`src/rtl/uart_rx_fifo.sv`:
```
// UART 8N1 receiver: 2-FF synchroniser, oversampling bit FSM and a
// first-word-fall-through receive FIFO with sticky overrun/framing flags.
module uart_rx_fifo #(
  parameter int CLOCK_FREQUENCY = 500_000_000,
  parameter int BAUD_RATE       = 115_200,
  parameter int FIFO_DEPTH      = 16
) (
  input  logic                          CLK,
  input  logic                          NRST,
  input  logic                          UART_RX_DSER,
  output logic [7:0]                    RX_DATA,
  output logic                          RX_VALID,
  input  logic                          RX_READY,
  output logic [$clog2(FIFO_DEPTH):0]   RX_COUNT,
  output logic                          OVERRUN,
  output logic                          FRAME_ERR,
  input  logic                          ERR_CLR
);

  localparam int CPB = CLOCK_FREQUENCY / BAUD_RATE;
  localparam int CW  = (CPB > 1) ? $clog2(CPB) : 1;
  localparam int AW  = $clog2(FIFO_DEPTH);

  localparam logic [CW-1:0] C_HALF = CW'(CPB / 2 - 1);
  localparam logic [CW-1:0] C_FULL = CW'(CPB - 1);
  localparam logic [CW-1:0] C_ONE  = CW'(1);

  if (CPB < 8) begin : g_cpb_check
    $error("uart_rx_fifo: CLOCK_FREQUENCY/BAUD_RATE must be at least 8");
  end

  if ((FIFO_DEPTH < 2) || ((FIFO_DEPTH & (FIFO_DEPTH - 1)) != 0)) begin : g_depth_check
    $error("uart_rx_fifo: FIFO_DEPTH must be a power of two and at least 2");
  end

  typedef enum logic [2:0] {
    S_IDLE      = 3'd0,
    S_START     = 3'd1,
    S_DATA      = 3'd2,
    S_STOP      = 3'd3,
    S_WAIT_HIGH = 3'd4
  } state_t;

  logic [1:0]    r_sync;
  logic          w_rxs;
  state_t        r_state;
  state_t        w_state_nxt;
  logic [CW-1:0] r_cnt;
  logic          w_tick;
  logic          w_cnt_load;
  logic [CW-1:0] w_cnt_val;
  logic [2:0]    r_idx;
  logic          w_idx_clr;
  logic          w_shift_en;
  logic [7:0]    r_shift;
  logic          w_push_req;
  logic          w_ferr_set;

  logic [7:0]    r_mem [FIFO_DEPTH];
  logic [AW:0]   r_wr;
  logic [AW:0]   r_rd;
  logic          w_empty;
  logic          w_full;
  logic          w_pop;
  logic          w_push;
  logic          w_ovr_set;
  logic          r_overrun;
  logic          r_frame_err;

  // Two-stage synchroniser; resets to the idle (high) line level.
  always_ff @(posedge CLK or negedge NRST) begin
    if (!NRST) begin
      r_sync <= 2'b11;
    end else begin
      r_sync <= {r_sync[0], UART_RX_DSER};
    end
  end

  assign w_rxs  = r_sync[1];
  assign w_tick = (r_cnt == {CW{1'b0}});

  // FSM state register.
  always_ff @(posedge CLK or negedge NRST) begin
    if (!NRST) begin
      r_state <= S_IDLE;
    end else begin
      r_state <= w_state_nxt;
    end
  end

  // Next-state and per-cycle control strobes.
  always_comb begin
    w_state_nxt = r_state;
    w_cnt_load  = 1'b0;
    w_cnt_val   = C_FULL;
    w_idx_clr   = 1'b0;
    w_shift_en  = 1'b0;
    w_push_req  = 1'b0;
    w_ferr_set  = 1'b0;
    case (r_state)
      S_IDLE: begin
        if (!w_rxs) begin
          w_state_nxt = S_START;
          w_cnt_load  = 1'b1;
          w_cnt_val   = C_HALF;
        end else begin
          w_state_nxt = S_IDLE;
        end
      end
      S_START: begin
        if (w_tick) begin
          if (!w_rxs) begin
            w_state_nxt = S_DATA;
            w_cnt_load  = 1'b1;
            w_idx_clr   = 1'b1;
          end else begin
            w_state_nxt = S_IDLE;
          end
        end else begin
          w_state_nxt = S_START;
        end
      end
      S_DATA: begin
        if (w_tick) begin
          w_shift_en = 1'b1;
          w_cnt_load = 1'b1;
          if (r_idx == 3'd7) begin
            w_state_nxt = S_STOP;
          end else begin
            w_state_nxt = S_DATA;
          end
        end else begin
          w_state_nxt = S_DATA;
        end
      end
      S_STOP: begin
        if (w_tick) begin
          if (w_rxs) begin
            w_push_req  = 1'b1;
            w_state_nxt = S_IDLE;
          end else begin
            w_ferr_set  = 1'b1;
            w_state_nxt = S_WAIT_HIGH;
          end
        end else begin
          w_state_nxt = S_STOP;
        end
      end
      S_WAIT_HIGH: begin
        // A held-low line (break) must not be mistaken for a new start bit.
        if (w_rxs) begin
          w_state_nxt = S_IDLE;
        end else begin
          w_state_nxt = S_WAIT_HIGH;
        end
      end
      default: begin
        w_state_nxt = S_IDLE;
      end
    endcase
  end

  // Bit-period down-counter, bit index and LSB-first shift register.
  always_ff @(posedge CLK or negedge NRST) begin
    if (!NRST) begin
      r_cnt   <= {CW{1'b0}};
      r_idx   <= 3'd0;
      r_shift <= 8'h00;
    end else begin
      if (w_cnt_load) begin
        r_cnt <= w_cnt_val;
      end else if (!w_tick) begin
        r_cnt <= r_cnt - C_ONE;
      end
      if (w_idx_clr) begin
        r_idx <= 3'd0;
      end else if (w_shift_en) begin
        r_shift[r_idx] <= w_rxs;
        r_idx          <= r_idx + 3'd1;
      end
    end
  end

  assign w_empty   = (r_wr == r_rd);
  assign w_full    = (r_wr[AW] != r_rd[AW]) && (r_wr[AW-1:0] == r_rd[AW-1:0]);
  assign w_pop     = RX_READY && !w_empty;
  // A full FIFO still accepts the byte when the head leaves in the same cycle.
  assign w_push    = w_push_req && (!w_full || w_pop);
  assign w_ovr_set = w_push_req && w_full && !w_pop;

  // Storage is deliberately left unreset; the output mask hides stale data.
  always_ff @(posedge CLK) begin
    if (w_push) begin
      r_mem[r_wr[AW-1:0]] <= r_shift;
    end
  end

  // FIFO pointers with wrap bit.
  always_ff @(posedge CLK or negedge NRST) begin
    if (!NRST) begin
      r_wr <= {(AW+1){1'b0}};
      r_rd <= {(AW+1){1'b0}};
    end else begin
      if (w_push) begin
        r_wr <= r_wr + {{AW{1'b0}}, 1'b1};
      end
      if (w_pop) begin
        r_rd <= r_rd + {{AW{1'b0}}, 1'b1};
      end
    end
  end

  // Sticky error flags; a new error wins over a coincident clear.
  always_ff @(posedge CLK or negedge NRST) begin
    if (!NRST) begin
      r_overrun   <= 1'b0;
      r_frame_err <= 1'b0;
    end else begin
      if (w_ovr_set) begin
        r_overrun <= 1'b1;
      end else if (ERR_CLR) begin
        r_overrun <= 1'b0;
      end
      if (w_ferr_set) begin
        r_frame_err <= 1'b1;
      end else if (ERR_CLR) begin
        r_frame_err <= 1'b0;
      end
    end
  end

  assign RX_VALID  = !w_empty;
  assign RX_DATA   = w_empty ? 8'h00 : r_mem[r_rd[AW-1:0]];
  assign RX_COUNT  = r_wr - r_rd;
  assign OVERRUN   = r_overrun;
  assign FRAME_ERR = r_frame_err;

endmodule

```
`config.mk`:
```
export PLATFORM = sky130hd
export DESIGN_NAME = uart_rx_fifo
export DESIGN_NICKNAME = d
export VERILOG_FILES = /design/src/rtl/uart_rx_fifo.sv
export SDC_FILE = /design/constraint.sdc
export NUM_CORES = 1
export LEC_CHECK = 0
export CAP_MARGIN = 25
export CORE_MARGIN = 2
export CORE_UTILIZATION = 55
export DETAILED_ROUTE_END_ITERATION = 10
export PLACE_DENSITY_LB_ADDON = 0.25
export SYNTH_ARGS = -nofsm -noshare
export SYNTH_HDL_FRONTEND = slang
export SYNTH_SLANG_ARGS = --single-unit
```
`constraint.sdc`:
```
create_clock -name CLK -period 3.8 [get_ports CLK]
set_input_delay 0.95 -clock CLK [delete_from_list [all_inputs] [get_ports CLK]]
set_output_delay 0.95 -clock CLK [all_outputs]
set_load 0.01 [all_outputs]
```
==> metrics.md, run 1 <==
| Metric | Value |
|---|---|
| Synth Register Bits | around 170 |
| Share of the synthesized area in the top cell type | a little over half |
| Layout Nets | around 490 |
| Net switching power | around 1.1 mW |
| Clk sink count | between 150 and 200 |
| Sequential Power Share | 46.0% |
| End-of-flow core utilization | between 60% and 70% |
| Slew Viols, Final | 0 |
| Slew HR | approximately two fifths |
| Antenna diode count | 0 |
| Vias in the first global route | 4,024 |
| Dpl hpwl | slightly below 9 mm |
| Synth Warn # | 0 |
| Combinational share of power | between 10% and 20% |
| R2R setup slack | 1.05 ns |
| DRC errors left | 0 |
| Vias | 3,985 |
| Setup-failing EPs final | 0 |
| Min-Delay Path Depth | 0 |
| Routability Congestion | roughly 0.81 |
| Max Fclk | about 270 MHz |
| Clock-pin slew on the worst setup and hold paths | ~0.060 ns |
| Synthesized area per cell | 16.30 sq um |
| CP required | 2.85 ns |
| Sw frac | approximately 25% |
| WHS Endpoint | r_sync[1] |
| Setup TNS Final | 0 ns |
| Status | finished clean |
| Share of cells above drive strength 1 | between 10% and 20% |
| Via/cell ratio | 6.029 |
| CTS tree | built |
| WS Path Type | register to primary output |
| RSZ-0062 raised after global routing | no |
| Tcrit/Tclk final | between 90 and 100% |
| Core area | 13,140 sq um |
| Leakage power | roughly 3.2 nW |
| Synth area leader | edfxtp_1 |
| Reg2Reg Capture Point | r_mem[9][6] |
| Syn_nets | around 470 |
| Max-Cap Viols | 0 |
| Die X | approximately 120 um |
| I/O pins | 21 |
| Post-synth cell types | just under 60 |
| Clk Latency, worst-skew pair | between 0.4 and 0.5 ns |
| HP Class | register to register |
| Placed cell area | between 7000 and 8000 sq um |
| Layout area overhead | 12.02% |
| R2R depth | 4 |
| First DRT Iteration DRCs | 344 |
| Worst VDD drop | between 400 and 500 uV |
| WL final | ~14 mm |
| Worst EP arrival | ~2.7 ns |
| Setup crit start kind | register |
| Most frequent cells in the layout | edfxtp_1, dfrtp_1, mux4_2 |
| DIE AREA | roughly 14,000 sq um |
| Worst r2r src | r_cnt[10] |
| Mapped Cells | between 400 and 500 |
| Starting density of the core | a little under three fifths |
| Clock group share of total power | between 30 and 40% |
| Total track usage | a little over a fifth |
| First-pass DRT Iterations | 5 |
| Post-synth EDFFs | roughly 130 |
| I/O Buffers | 20 |
| Fin crit period | ~3.6 ns |
| Clk root buf | clkbuf_16 |
| Num CTS Buffers | 17 |
| Setup ws final | about 0.16 ns |
| Crit path max fanout | 11 |
| First-pass GRT wire length | around 23 mm |
| DP Worst Slack | approximately 0.53 ns |
| Internal power | 3.313 mW |
| H-tree lvl count | 4 |
| Leading cell type in the layout, fill and taps excluded | edfxtp_1 |
| Clock skew | roughly 0.0074 ns |
| Most used DFF post-synth | edfxtp_1 |
| Slew @ Worst Pin | around 0.9 ns |
| Post-CTS Setup Repair Bufs | 0 |
| Critical Path Sink Type | primary output |
| Hold Path Origin | r_sync[0] |
| DRT antenna net count | 0 |
| Area contributors post-synth | edfxtp_1, dfrtp_1, mux4_2 |
| Die height | 119.7 um |
| Post-Syn Area | 7368 sq um |
| Post-synthesis sequential area ratio | 66.12% |
| Antenna violations before repair | 0 |
| Row Count | 42 |
| PD cells | about 540 nW/um^2 |
| Final Hold Vio Count | 0 |
| Clock Tree Buf Depth | 2 |
| Fin area | approximately 8300 sq um |
| GRT Residual Overflow | 0 |
| Routed WL per cell | around 21 um |
| Largest net degree at the start of global routing | 42 |
| Fraction of registers with async set/reset | around a quarter |
==> power by group through the flow <==
stage	Clock (mW)	Sequential, mW	Combinational, mW
2_1_floorplan	0	2.06	0.550
3_3_place_gp	0	2.07	0.790
3_5_place_dp	0	2.07	0.797
4_1_cts	1.63	2.03	0.797
5_1_grt	1.70	2.04	0.861
6_report	1.60	2.03	0.784
==> cells by family after synthesis <==
| family | count (synthesis) | share of synthesized area (%) |
|---|---|---|
| xor+xnor | 14 | 1.664 |
| flops | 169 | 66.12 |
| simple gates | 108 | 9.357 |
| buf+inv | 37 | 2.394 |
| mux | 59 | 13.60 |
| compound gates | 51 | 4.381 |
| fa+ha+maj | 14 | 2.479 |
==> how the worst max path moves through the flow <==
stage / startpoint / to / slack, ns / cells past startpoint
after floorplan: r_rd[2] / RX_DATA[0] / 0.67 / 7
after global placement: r_wr[2] / RX_DATA[5] / 0.65 / 6
after detailed placement: r_wr[2] / RX_DATA[5] / 0.53 / 6
after CTS: r_wr[2] / RX_DATA[5] / 0.07 / 6
after global routing: r_wr[2] / RX_DATA[5] / 0.02 / 6
final: r_wr[2] / RX_DATA[5] / 0.16 / 6
==> metrics by stage <==
step	std cells	hold slack (ns)	power, mW
4_1_cts	661	0.3608	4.464
3_5_place_dp	629	0.3484	2.867
3_3_place_gp	629	0.3505	2.859
2_1_floorplan	452	0.3452	2.608
5_1_grt	661	0.3635	4.602
6_report	661	0.3580	4.420
==> layout make-up <==
cell class | instances | area (sq um)
Tap cell | 176 | 220.2
Inverter | 14 | 52.55
Multi-Input combinational cell | 246 | 2325
Clock inverter | 11 | 105.1
Sequential cell | 169 | 4873
Clock buffer | 21 | 440.4
Fill cell | 967 | 4883
Timing Repair Buffer | 24 | 237.7
==> what timing repair did <==
action,CTS,global route
setup endpoints to repair,0,8
gates resized for setup,0,2
hold buffers,0,0
==> synthesized netlist by cell type (6+ instances only) <==
cell	number
edfxtp_1	128
inv_1	13
nand2_1	12
mux2i_1	18
clkbuf_1	12
o21ai_0	8
xnor2_1	10
mux4_2	32
o31ai_1	6
and2_1	13
nor3_1	7
nand4_1	9
ha_1	13
o22ai_1	8
nor2_1	10
nand3_1	13
dfrtp_1	39
a21oi_1	16
==> flip-flops by register name, indices dropped and copies added (netlist names) <==
register	flops
r_rd	5
r_idx	3
r_state	3
r_shift	8
FRAME_ERR	1
OVERRUN	1
r_sync	2
r_mem	128
r_cnt	13
r_wr	5
==> routing by layer <==
metal	wire [um]	vias up	track usage, %
li1	-	1826	-
met1	6274	2021	30.78
met2	6567	119	32.89
met3	783	19	4.848
met4	207	0	6.691
met5	0	-	0
==> worst max-delay path, cell delays in order (launching register included) <==
cell and delay, ns:
dfrtp_1 0.51, ha_1 0.42, and4_1 0.23, nand2_1 0.14
nand2_2 0.15, o22ai_1 0.25, clkdlybuf4s50_1 0.57
Power figures use the tool's default switching activity.
==> run 2: changes to the inputs <==
Settings changed: CAP_MARGIN 25 to 5, CORE_ASPECT_RATIO from default to 0.6, MAX_ROUTING_LAYER from default to met4.
==> run 2 against run 1 <==
Effect of this change: global-route usage grew 2.9 points; sequential cell count is the same; cell count shrank 0.45%; clock power grew 6%; register-to-register slack gained 0.09 ns; power grew 2.7%; setup slack lost 0.025 ns; combinational power grew 3.6%; first-iteration DRC count shrank 2.6%; sequential share of layout area shrank 0.35 points; critical path depth is the same; wire length grew 11%; critical endpoint is now RX_DATA[4].
==> metrics.md, run 2 (same netlist as run 1, synthesis figures left out) <==
| Metric | Value |
|---|---|
| Status | finished clean |
| R2R setup slack | roughly 1.1 ns |
| CP endpoint | RX_DATA[4] |
| GRT Residual Overflow | 0 |
| Row Count | 32 |
| Num CTS Buffers | 17 |
| Clock-pin slew on the worst setup and hold paths | 0.07 ns |
| Leading cell type in the layout, fill and taps excluded | edfxtp_1 |
| WL met2 | roughly 6.7 mm |
| Setup-failing EPs final | 0 |
| Cell count along the critical path | 6 |
| CP top delay family | buffers and inverters |
| CTS tree | built |
| Slowest CP cell | clkdlybuf4s50_1 |
| Wire length on met1 | about 7.4 mm |
| H-tree lvl count | 4 |
| Antenna diode count | 0 |
| Total track usage | between 20% and 30% |
| Crit path max fanout | 9 |
| Hold Path Origin | r_sync[0] |
| First DRT Iteration DRCs | ~340 |
| Routability Congestion | ~0.84 |
| Critical path cell sequence | ha_1 -> and4_1 -> nand2_1 -> nand2_2 -> o22ai_1 -> clkdlybuf4s50_1 |
| Worst EP arrival | ~2.7 ns |
| Filler instances | 936 |
| I/O pins | 21 |
| RSZ-0062 raised after global routing | no |
| Clk Latency, worst-skew pair | 0.43 ns |
| Fin crit period | 3.662 ns |
| Reg2Reg Capture Point | r_mem[14][7] |
| Vias in the first global route | between 4,000 and 5,000 |
| Vias | ~4,100 |
| Tcrit/Tclk final | roughly 96% |
| Routed WL per cell | 23.33 um |
| Dpl hpwl | 10.19 mm |
| Antenna violations before repair | 0 |
| Slew Viols, Final | 0 |
| Clk root buf | clkbuf_16 |
| WP buf/inv | 1 |
| Worst r2r src | r_wr[3] |
| DR top layer | met4 |
| Clock Tree Buf Depth | 2 |
| Slew HR | 37.54% |
| First-pass DRT Iterations | 4 |
| Setup TNS Final | 0 ns |
| Core area | about 13,000 sq um |
| Placed cell area | between 7000 and 8000 sq um |
| DIE AREA | ~14,000 sq um |
| First-pass GRT wire length | around 25 mm |
| WS Path Type | register to primary output |
| Clk sink count | 169 |
| PD cells | 546.7 nW/um^2 |
| Leakage power | ~3.3 nW |
| Via/cell ratio | approximately 6.3 |
| WL final | between 15 and 20 mm |
| Layout Nets | roughly 500 |
| I/O Buffers | 20 |
| Worst path max stage delay | 0.57 ns |
| Slew @ Worst Pin | 0.9283 ns |
| HP Class | register to register |
| Most frequent cells in the layout | edfxtp_1, dfrtp_1, mux4_2 |
| Final Total Pwr | 4.540 mW |
| Setup crit start kind | register |
| DRC errors left | 0 |
| DRT antenna net count | 0 |
| Share of cells above drive strength 1 | roughly a fifth |
| CP required | 2.85 ns |
| Worst VDD drop | ~420 uV |
| Starting density of the core | between 50% and 60% |
| Fin area | 8305 sq um |
| End-of-flow core utilization | 64.02% |
| Hold_buf cts | 0 |
| Clock skew | 0.01479 ns |
| Crit path launch | r_wr[3] |
| Largest net degree at the start of global routing | 42 |
| Max Fclk | 273.0 MHz |
| Met3 wire length | 1.039 mm |
| Die X | between 150 and 200 um |
| Critical Path Sink Type | primary output |
| Layout area overhead | 12.72% |
| Max reg flops | roughly 130 |
| Die height | around 94 um |
| Max-Cap Viols | 0 |
| R2R depth | 5 |
| Final Hold Vio Count | 0 |
[run 2: worst min path at each step]
stage,endpoint,cells after the start,slack (ns)
floorplan,r_sync[1],0,0.35
global placement,r_sync[1],0,0.35
detailed placement,r_sync[1],0,0.35
CTS,r_sync[1],0,0.36
global route,r_sync[1],0,0.36
finish,r_sync[1],0,0.36
[run 2: layer usage]
layer	global-route usage, %	vias to the layer above
met2	33.18	128
met4	6.957	0
met5	-	-
met3	5.904	13
met1	36.66	2166
li1	-	1830
[run 2: worst reg2reg max path, delay by kind of cell, from the launching register on]
family | cells | cell delay, ns
AND/OR/NAND/NOR | 3 | 0.77
adder cells (fa/ha/maj) | 1 | 0.44
AO/OA/AOI/OAI | 1 | 0.64
flip-flops | 1 | 0.50
[run 2: power by group]
| part | switching [mW] | internal, mW | total (mW) |
|---|---|---|---|
| registers | 0.0375 | 2.00 | 2.03 |
| logic | 0.443 | 0.369 | 0.812 |
| clock network | 0.765 | 0.930 | 1.70 |
| total | 1.25 | 3.29 | 4.54 |
[run 2: final cells by class]
class	count	area, sq um	area share (%)
sequential	169	4875	58.69
multi-input combinational	246	2325	27.99
clock buffer	17	425.4	5.122
timing repair buffer	27	260.3	3.133
tap	170	212.7	2.561
clock inverter	15	155.1	1.868
inverter	14	52.55	0.6327
[run 2: timing repair]
action / CTS / global route
buffers inserted: 0 / 0
gates cloned: 0 / 0
endpoints found under the setup margin: 3 / 4
resized for setup: 2 / 1
[run 2: through the flow]
stage / instances / worst slack, ns / hold WS (ns)
final: 658 / 0.1376 / 0.3583
after global routing: 658 / 0.03097 / 0.3645
after CTS: 658 / 0.07575 / 0.3580
after detailed placement: 626 / 0.4932 / 0.3484
after global placement: 626 / 0.6107 / 0.3462
after floorplan: 452 / 0.6693 / 0.3452
==> run 3: changes to the inputs <==
Settings changed: HOLD_SLACK_MARGIN from default to 0.02.
==> results of run 3 <==
The final DEF is identical to that of run 2; final timing and power are the same.
